<file path="config.mk">
export PLATFORM = sky130hd
export DESIGN_NAME = fetch_ctrl_flat
export DESIGN_NICKNAME = d
export VERILOG_FILES = /design/src/rtl/fetch_ctrl_if.sv /design/src/rtl/fetch_ctrl.sv /design/src/flat_wrapper.sv
export SDC_FILE = /design/constraint.sdc
export NUM_CORES = 1
export LEC_CHECK = 0
export CAP_MARGIN = 0
export CORE_ASPECT_RATIO = 1.4
export CORE_MARGIN = 10
export CORE_UTILIZATION = 45
export CTS_BUF_LIST = sky130_fd_sc_hd__clkbuf_8
export CTS_CLUSTER_DIAMETER = 30
export DETAILED_ROUTE_END_ITERATION = 8
export HOLD_SLACK_MARGIN = 0.1
export PLACE_DENSITY = 0.75
export SLEW_MARGIN = 20
export SYNTH_ARGS = -nofsm -noshare
export SYNTH_HDL_FRONTEND = slang
export SYNTH_SLANG_ARGS = --single-unit
</file>
<file path="constraint.sdc">
create_clock -name clk -period 2.7 [get_ports clk]
set_clock_uncertainty 0.15 [all_clocks]
set_input_delay 0.27 -clock clk [delete_from_list [all_inputs] [get_ports clk]]
set_output_delay 0.27 -clock clk [all_outputs]
set_load 0.02 [all_outputs]
</file>
<file path="src/rtl/fetch_ctrl_if.sv">
// Fetch-controller bundle: hazard/redirect inputs from the pipeline and the
// PC / pipeline-register controls driven back by fetch_ctrl.
interface fetch_ctrl_if;
    logic        imem_ready;
    logic        br_taken_ex;
    logic [31:0] br_target_ex;
    logic        trap_req;
    logic [31:0] trap_vec;
    logic        ld_use_stall;
    logic        halt_req;
    logic        resume;
    logic        pc_en;
    logic        pc_sel;
    logic [31:0] pc_redirect;
    logic        ifid_en;
    logic        ifid_flush;
    logic        idex_flush;
    logic        halted;
    logic [31:0] stall_cnt;
    logic [31:0] redir_cnt;

    modport master (
        input  imem_ready, br_taken_ex, br_target_ex, trap_req, trap_vec,
               ld_use_stall, halt_req, resume,
        output pc_en, pc_sel, pc_redirect, ifid_en, ifid_flush, idex_flush,
               halted, stall_cnt, redir_cnt
    );

    modport slave (
        output imem_ready, br_taken_ex, br_target_ex, trap_req, trap_vec,
               ld_use_stall, halt_req, resume,
        input  pc_en, pc_sel, pc_redirect, ifid_en, ifid_flush, idex_flush,
               halted, stall_cnt, redir_cnt
    );
endinterface

</file>
<file path="src/rtl/fetch_ctrl.sv">
// Front-end controller: arbitrates PC redirects, applies load-use and imem
// wait-state stalls, holds pending redirects and implements a debug halt.
module fetch_ctrl (
    input  logic         clk,
    input  logic         rst,
    fetch_ctrl_if.master bus
);
    localparam logic [31:0] RESET_PC = 32'h0000_0000;
    localparam logic [1:0]  RUN  = 2'd0;
    localparam logic [1:0]  PEND = 2'd1;
    localparam logic [1:0]  HALT = 2'd2;

    logic [1:0]  state, state_d;
    logic [31:0] pend_r, pend_d;
    logic [31:0] stall_r, redir_r;
    logic        redir_inc;
    logic        redir_any;
    logic [31:0] target;

    logic        pc_en, pc_sel, ifid_en, ifid_flush, idex_flush;
    logic [31:0] pc_redirect;

    assign redir_any = bus.trap_req | bus.br_taken_ex;
    assign target    = bus.trap_req ? bus.trap_vec : bus.br_target_ex;

    always_comb begin
        state_d     = state;
        pend_d      = pend_r;
        redir_inc   = 1'b0;
        pc_en       = 1'b0;
        pc_sel      = 1'b0;
        pc_redirect = RESET_PC;
        ifid_en     = 1'b1;
        ifid_flush  = 1'b0;
        idex_flush  = 1'b0;
        case (state)
            RUN: begin
                if (redir_any) begin
                    pc_sel      = 1'b1;
                    pc_redirect = target;
                    ifid_flush  = 1'b1;
                    idex_flush  = 1'b1;
                    redir_inc   = 1'b1;
                    if (bus.imem_ready) begin
                        pc_en = 1'b1;
                    end else begin
                        pend_d  = target;
                        state_d = PEND;
                    end
                end else begin
                    // load-use wins over an imem wait: hold IF/ID rather than flush it
                    if (bus.ld_use_stall) begin
                        ifid_en    = 1'b0;
                        idex_flush = 1'b1;
                    end else if (!bus.imem_ready) begin
                        ifid_flush = 1'b1;
                    end else begin
                        pc_en = 1'b1;
                    end
                    if (bus.halt_req) state_d = HALT;
                end
            end
            PEND: begin
                pc_sel      = 1'b1;
                ifid_flush  = 1'b1;
                idex_flush  = 1'b1;
                pc_en       = bus.imem_ready;
                pc_redirect = pend_r;
                if (bus.trap_req) begin
                    pc_redirect = bus.trap_vec;
                    pend_d      = bus.trap_vec;
                    redir_inc   = 1'b1;
                end
                if (bus.imem_ready) state_d = RUN;
            end
            HALT: begin
                ifid_flush = 1'b1;
                if (bus.trap_req) begin
                    pc_sel      = 1'b1;
                    pc_redirect = bus.trap_vec;
                    idex_flush  = 1'b1;
                    redir_inc   = 1'b1;
                    if (bus.imem_ready) begin
                        pc_en   = 1'b1;
                        state_d = RUN;
                    end else begin
                        pend_d  = bus.trap_vec;
                        state_d = PEND;
                    end
                end else if (bus.resume) begin
                    state_d = RUN;
                end
            end
            default: state_d = RUN;
        endcase
    end

    always_ff @(posedge clk or posedge rst) begin
        if (rst) begin
            state   <= RUN;
            pend_r  <= '0;
            stall_r <= '0;
            redir_r <= '0;
        end else begin
            state  <= state_d;
            pend_r <= pend_d;
            if (state != HALT && !pc_en) stall_r <= stall_r + 32'd1;
            if (redir_inc)               redir_r <= redir_r + 32'd1;
        end
    end

    // Controls are forced quiet while reset is held, independent of state.
    assign bus.pc_en       = rst ? 1'b0 : pc_en;
    assign bus.pc_sel      = rst ? 1'b0 : pc_sel;
    assign bus.pc_redirect = rst ? RESET_PC : pc_redirect;
    assign bus.ifid_en     = rst ? 1'b0 : ifid_en;
    assign bus.ifid_flush  = rst ? 1'b0 : ifid_flush;
    assign bus.idex_flush  = rst ? 1'b0 : idex_flush;
    assign bus.halted      = !rst && (state == HALT);
    assign bus.stall_cnt   = stall_r;
    assign bus.redir_cnt   = redir_r;
endmodule

</file>
<file path="src/flat_wrapper.sv">
// flat-port wrapper written by rule: the top's interface ports become plain ports
module fetch_ctrl_flat 
  (clk, rst, bus_imem_ready, bus_br_taken_ex, bus_br_target_ex, bus_trap_req, bus_trap_vec, bus_ld_use_stall, bus_halt_req, bus_resume, bus_pc_en, bus_pc_sel, bus_pc_redirect, bus_ifid_en, bus_ifid_flush, bus_idex_flush, bus_halted, bus_stall_cnt, bus_redir_cnt);
  fetch_ctrl_if bus_i ();
  input  logic clk;
  input  logic rst;
  input wire logic [$bits(bus_i.imem_ready)-1:0] bus_imem_ready;
  input wire logic [$bits(bus_i.br_taken_ex)-1:0] bus_br_taken_ex;
  input wire logic [$bits(bus_i.br_target_ex)-1:0] bus_br_target_ex;
  input wire logic [$bits(bus_i.trap_req)-1:0] bus_trap_req;
  input wire logic [$bits(bus_i.trap_vec)-1:0] bus_trap_vec;
  input wire logic [$bits(bus_i.ld_use_stall)-1:0] bus_ld_use_stall;
  input wire logic [$bits(bus_i.halt_req)-1:0] bus_halt_req;
  input wire logic [$bits(bus_i.resume)-1:0] bus_resume;
  output wire logic [$bits(bus_i.pc_en)-1:0] bus_pc_en;
  output wire logic [$bits(bus_i.pc_sel)-1:0] bus_pc_sel;
  output wire logic [$bits(bus_i.pc_redirect)-1:0] bus_pc_redirect;
  output wire logic [$bits(bus_i.ifid_en)-1:0] bus_ifid_en;
  output wire logic [$bits(bus_i.ifid_flush)-1:0] bus_ifid_flush;
  output wire logic [$bits(bus_i.idex_flush)-1:0] bus_idex_flush;
  output wire logic [$bits(bus_i.halted)-1:0] bus_halted;
  output wire logic [$bits(bus_i.stall_cnt)-1:0] bus_stall_cnt;
  output wire logic [$bits(bus_i.redir_cnt)-1:0] bus_redir_cnt;
  assign bus_i.imem_ready = bus_imem_ready;
  assign bus_i.br_taken_ex = bus_br_taken_ex;
  assign bus_i.br_target_ex = bus_br_target_ex;
  assign bus_i.trap_req = bus_trap_req;
  assign bus_i.trap_vec = bus_trap_vec;
  assign bus_i.ld_use_stall = bus_ld_use_stall;
  assign bus_i.halt_req = bus_halt_req;
  assign bus_i.resume = bus_resume;
  assign bus_pc_en = bus_i.pc_en;
  assign bus_pc_sel = bus_i.pc_sel;
  assign bus_pc_redirect = bus_i.pc_redirect;
  assign bus_ifid_en = bus_i.ifid_en;
  assign bus_ifid_flush = bus_i.ifid_flush;
  assign bus_idex_flush = bus_i.idex_flush;
  assign bus_halted = bus_i.halted;
  assign bus_stall_cnt = bus_i.stall_cnt;
  assign bus_redir_cnt = bus_i.redir_cnt;
  fetch_ctrl u_core (.clk(clk), .rst(rst), .bus(bus_i));
endmodule
</file>
==> flow_summary_export.csv <==
group,metric,value,unit
run_status,outcome,"complete, no violations",
min_path,min_path_type,"in2reg",
worst_setup_path,critical-path-slowest-cell,"dfrtp_1",
cts,clock-root-buffer,"clkbuf_8",
detailed_routing,drt-vias-per-instance,5.691,
timing,hold_viol,0,
layout,final_cells,1086,
place,gp_congestion,0.8587,
run,cap_violations,0,
logic_synthesis,synth_warnings,0,
place,portBuffers,173,
detailed_routing,route.detailed.drc,0,
worst_setup_path,reg2reg_depth,9,
layout,antenna_cells,0,
grt,grt_pass1_wl,31.79,mm
worst_setup_path,path_buf_inv,3,
layout,multi_input_area,3762,um2
floorplanning,core,13850,um2
logic_synthesis,synth_area_per_cell,8.618,um2
timing,period_share,97.00,%
timing,setup-tns-final,0,ps
layout,syn_to_final_growth,36.21,%
floorplanning,die_w,120.1,um
min_path,min_to,"u_core.state[1]$_DFFE_PP0P_",
layout,final_cell_area,8605,um2
cts,htreeDepth,3,
detailed_routing,vias,6180,
cts,clock_sink_count,98,
timing,slew_headroom,56.22,%
min_path,hold_path_depth,5,
layout,final_layout_size_suffix_gt1_share,16.32,%
timing,min_period,2619,ps
cts,cts_buffers,9,
logic_synthesis,ys.flop_type,"dfrtp_1",
grt,first_global_vias,6299,
worst_setup_path,slowest_delay,400,ps
logic_synthesis,yosysTopAreaCell,"dfrtp_1",
timing,tightest_slew,656.7,ps
place,placed_area,8492,um2
worst_setup_path,worstSetupStartpointType,"flip-flop",
timing,setup_viol,0,
worst_setup_path,critPathRequiredTime,2280,ps
logic_synthesis,synth_cell_types,43,
grt,grt_usage,19.63,%
logic_synthesis,syn-num-nets,813,
floorplanning,ios,174,
worst_setup_path,crit_path_frequent_cell,"buf_4",
logic_synthesis,yosys-top-cells-area,"dfrtp_1 39%, nand2_1 8.5%, mux2_2 7.5%",
cts,cts_buffer_depth,2,
worst_setup_path,cp_top_family,"buffers and inverters",
layout,fill_cells,1210,
place,dp_hpwl,14.64,mm
floorplanning,dieArea,19240,um2
logic_synthesis,syn_area,6317,um2
power_and_ir_drop,p_leak,0.003483,uW
cts,cts_tree,"built",
worst_setup_path,crit_chain,"buf_4 > ha_1 > or2_2 > buf_4 > a31oi_1 > dlygate4sd2_1",
grt,gr-total-overflow,0,
place,dp_cells,1069,
timing,max_freq,381.8,MHz
worst_setup_path,endpoint_kind,"output port",
logic_synthesis,synth_seq_cells,98,
layout,ff_latch_area,2454,um2
logic_synthesis,synth_edf_count,0,
floorplanning,start_util,45.62,%
detailed_routing,dr.pass1.iters,5,
cts,clk_latency,370,ps
timing,slew_violations,0,
worst_setup_path,rrSetupSlack,150,ps
worst_setup_path,arrival,2200,ps
cts,cts.clk_slew.worst_paths,100,ps
detailed_routing,routed_wl,19.53,mm
detailed_routing,wl_per_cell,17.98,um
worst_setup_path,path_max_fanout,11,
worst_setup_path,r2r-start,"u_core.state[0]$_DFFE_PP0P_",
power_and_ir_drop,ir_worst_vdd,0.0005086,V
detailed_routing,drtIter0Drc,438,
detailed_routing,ant_nets,0,
worst_setup_path,timing.rr.end,"u_core.bus.stall_cnt[15]$_DFFE_PP0P_",
worst_setup_path,worstSetupPathType,"reg2out",
min_path,holdCritStartpoint,"bus_trap_req",
grt,grt_max_degree,97,
grt,antenna_found_initial,0,
logic_synthesis,async_flop_share,100.0,%
cts,cts_hold_buffers,0,
layout,finalNetCount,976,
floorplanning,die_h,160.2,um
logic_synthesis,synth_seq_area_share,38.82,%
timing,fin_hold_ws,290.7,ps
floorplanning,core.rowCount,51,
logic_synthesis,synth_top_area_share,38.82,%
power_and_ir_drop,cellPowerDensity,892.8,nW/um2
logic_synthesis,synthCells,733,
timing,rsz0062_at_grt,"false",
## layout make-up
class | instances | area share, %
clock buffer | 11 | 1.759
clock inverter | 5 | 0.7852
inverter | 8 | 0.3926
multi-input combinational | 574 | 43.73
sequential | 98 | 28.52
tap | 185 | 2.690
timing repair buffer | 205 | 22.13
## how the worst max path moves through the flow
stage / start / endpoint / slack, ps / depth (start not counted)
floorplan: u_core.state[0]$_DFFE_PP0P_ / bus_pc_redirect[30] / 10 / 10
global placement: bus_br_taken_ex / bus_pc_redirect[19] / 110 / 8
detailed placement: bus_br_taken_ex / bus_pc_redirect[15] / 50 / 7
CTS: u_core.state[1]$_DFFE_PP0P_ / bus_pc_redirect[16] / 3 / 8
global route: u_core.state[1]$_DFFE_PP0P_ / bus_pc_redirect[20] / 4 / 6
finish: u_core.state[1]$_DFFE_PP0P_ / bus_pc_redirect[28] / 80 / 6
## placed cells by master (no fill, tap or decap), drive strengths merged, types with 31 or more instances in the layout
| cell type | Yosys | routed |
|---|---|---|
| xnor2 | 39 | 39 |
| a31oi | 32 | 32 |
| buf | 8 | 37 |
| nand3 | 58 | 58 |
| clkbuf | 45 | 31 |
| nand2 | 143 | 143 |
| clkdlybuf4s50 | 0 | 136 |
| dfrtp | 98 | 98 |
| mux2 | 42 | 42 |
## routing by layer
metal	wire, um	GRT usage (%)	share of wire [%]	vias to the layer above
li1	-	-	-	2939
met1	8011	23.27	41	3001
met2	9625	33.35	49	215
met3	1561	6.034	8.0	25
met4	330	5.446	1.7	0
met5	0	0	0	-
## metrics by stage
step / util, % / setup slack [ps] / total power [uW]
floorplan: - / 9.690 / 5090
global placement: 61.33 / 112.8 / 6594
detailed placement: 61.33 / 53.67 / 6798
CTS: 62.75 / 3.167 / 7757
global route: 62.14 / 3.879 / 8263
finish: 62.14 / 80.96 / 7682
## registers in the layout (all words and copies together) (netlist names)
register,flops
u_core.bus.stall_cnt,32
u_core.state,2
u_core.pend_r,32
u_core.bus.redir_cnt,32
## where the power goes
group          leakage (uW)  total [uW]  switching, uW  internal, uW
Combinational       0.00216        4430           2560          1870
Clock              0.000112        1040            542           494
Sequential          0.00121        2210            326          1890
Total               0.00348        7680           3430          4250
## cell families (layout without fill, tap and decap cells)
| kind of cell | Yosys count | count (layout) | synth area share, % |
|---|---|---|---|
| flops | 98 | 98 | 38.82 |
| xor+xnor | 62 | 62 | 8.596 |
| simple gates | 313 | 313 | 23.49 |
| compound gates | 148 | 148 | 16.20 |
| buf+inv | 61 | 229 | 3.664 |
| fa+ha+maj | 8 | 8 | 1.585 |
| mux | 43 | 43 | 7.645 |
## tightest hold or removal path, cell delays in order
cell	delay, ps
buf_4	110
nor2_1	80
buf_4	160
o211ai_1	80
mux2i_1	70
## synthesized netlist by cell type, drive strengths merged, types with 2 or more instances
cell type  count
nor2b         26
a31oi         32
or4            4
nand4         16
buf            8
or3            3
or2            2
nor3b          3
o211ai         2
nor2          26
dfrtp         98
o21ai         23
a21o          26
nand3         58
a211oi        24
xor2          23
inv            8
a311oi        23
nand2        143
clkbuf        45
a21boi         2
xnor2         39
mux2          42
and3           9
ha             8
a21oi         12
nor4           5
and2           2
and4           4
nor3          10
## what timing repair did
| item | CTS | global route |
|---|---|---|
| gates resized for setup | 53 | 50 |
| setup endpoints to repair | 36 | 27 |
| buffers inserted | 0 | 1 |
| pin swaps | 0 | 0 |
Power figures use the tool's default switching activity.
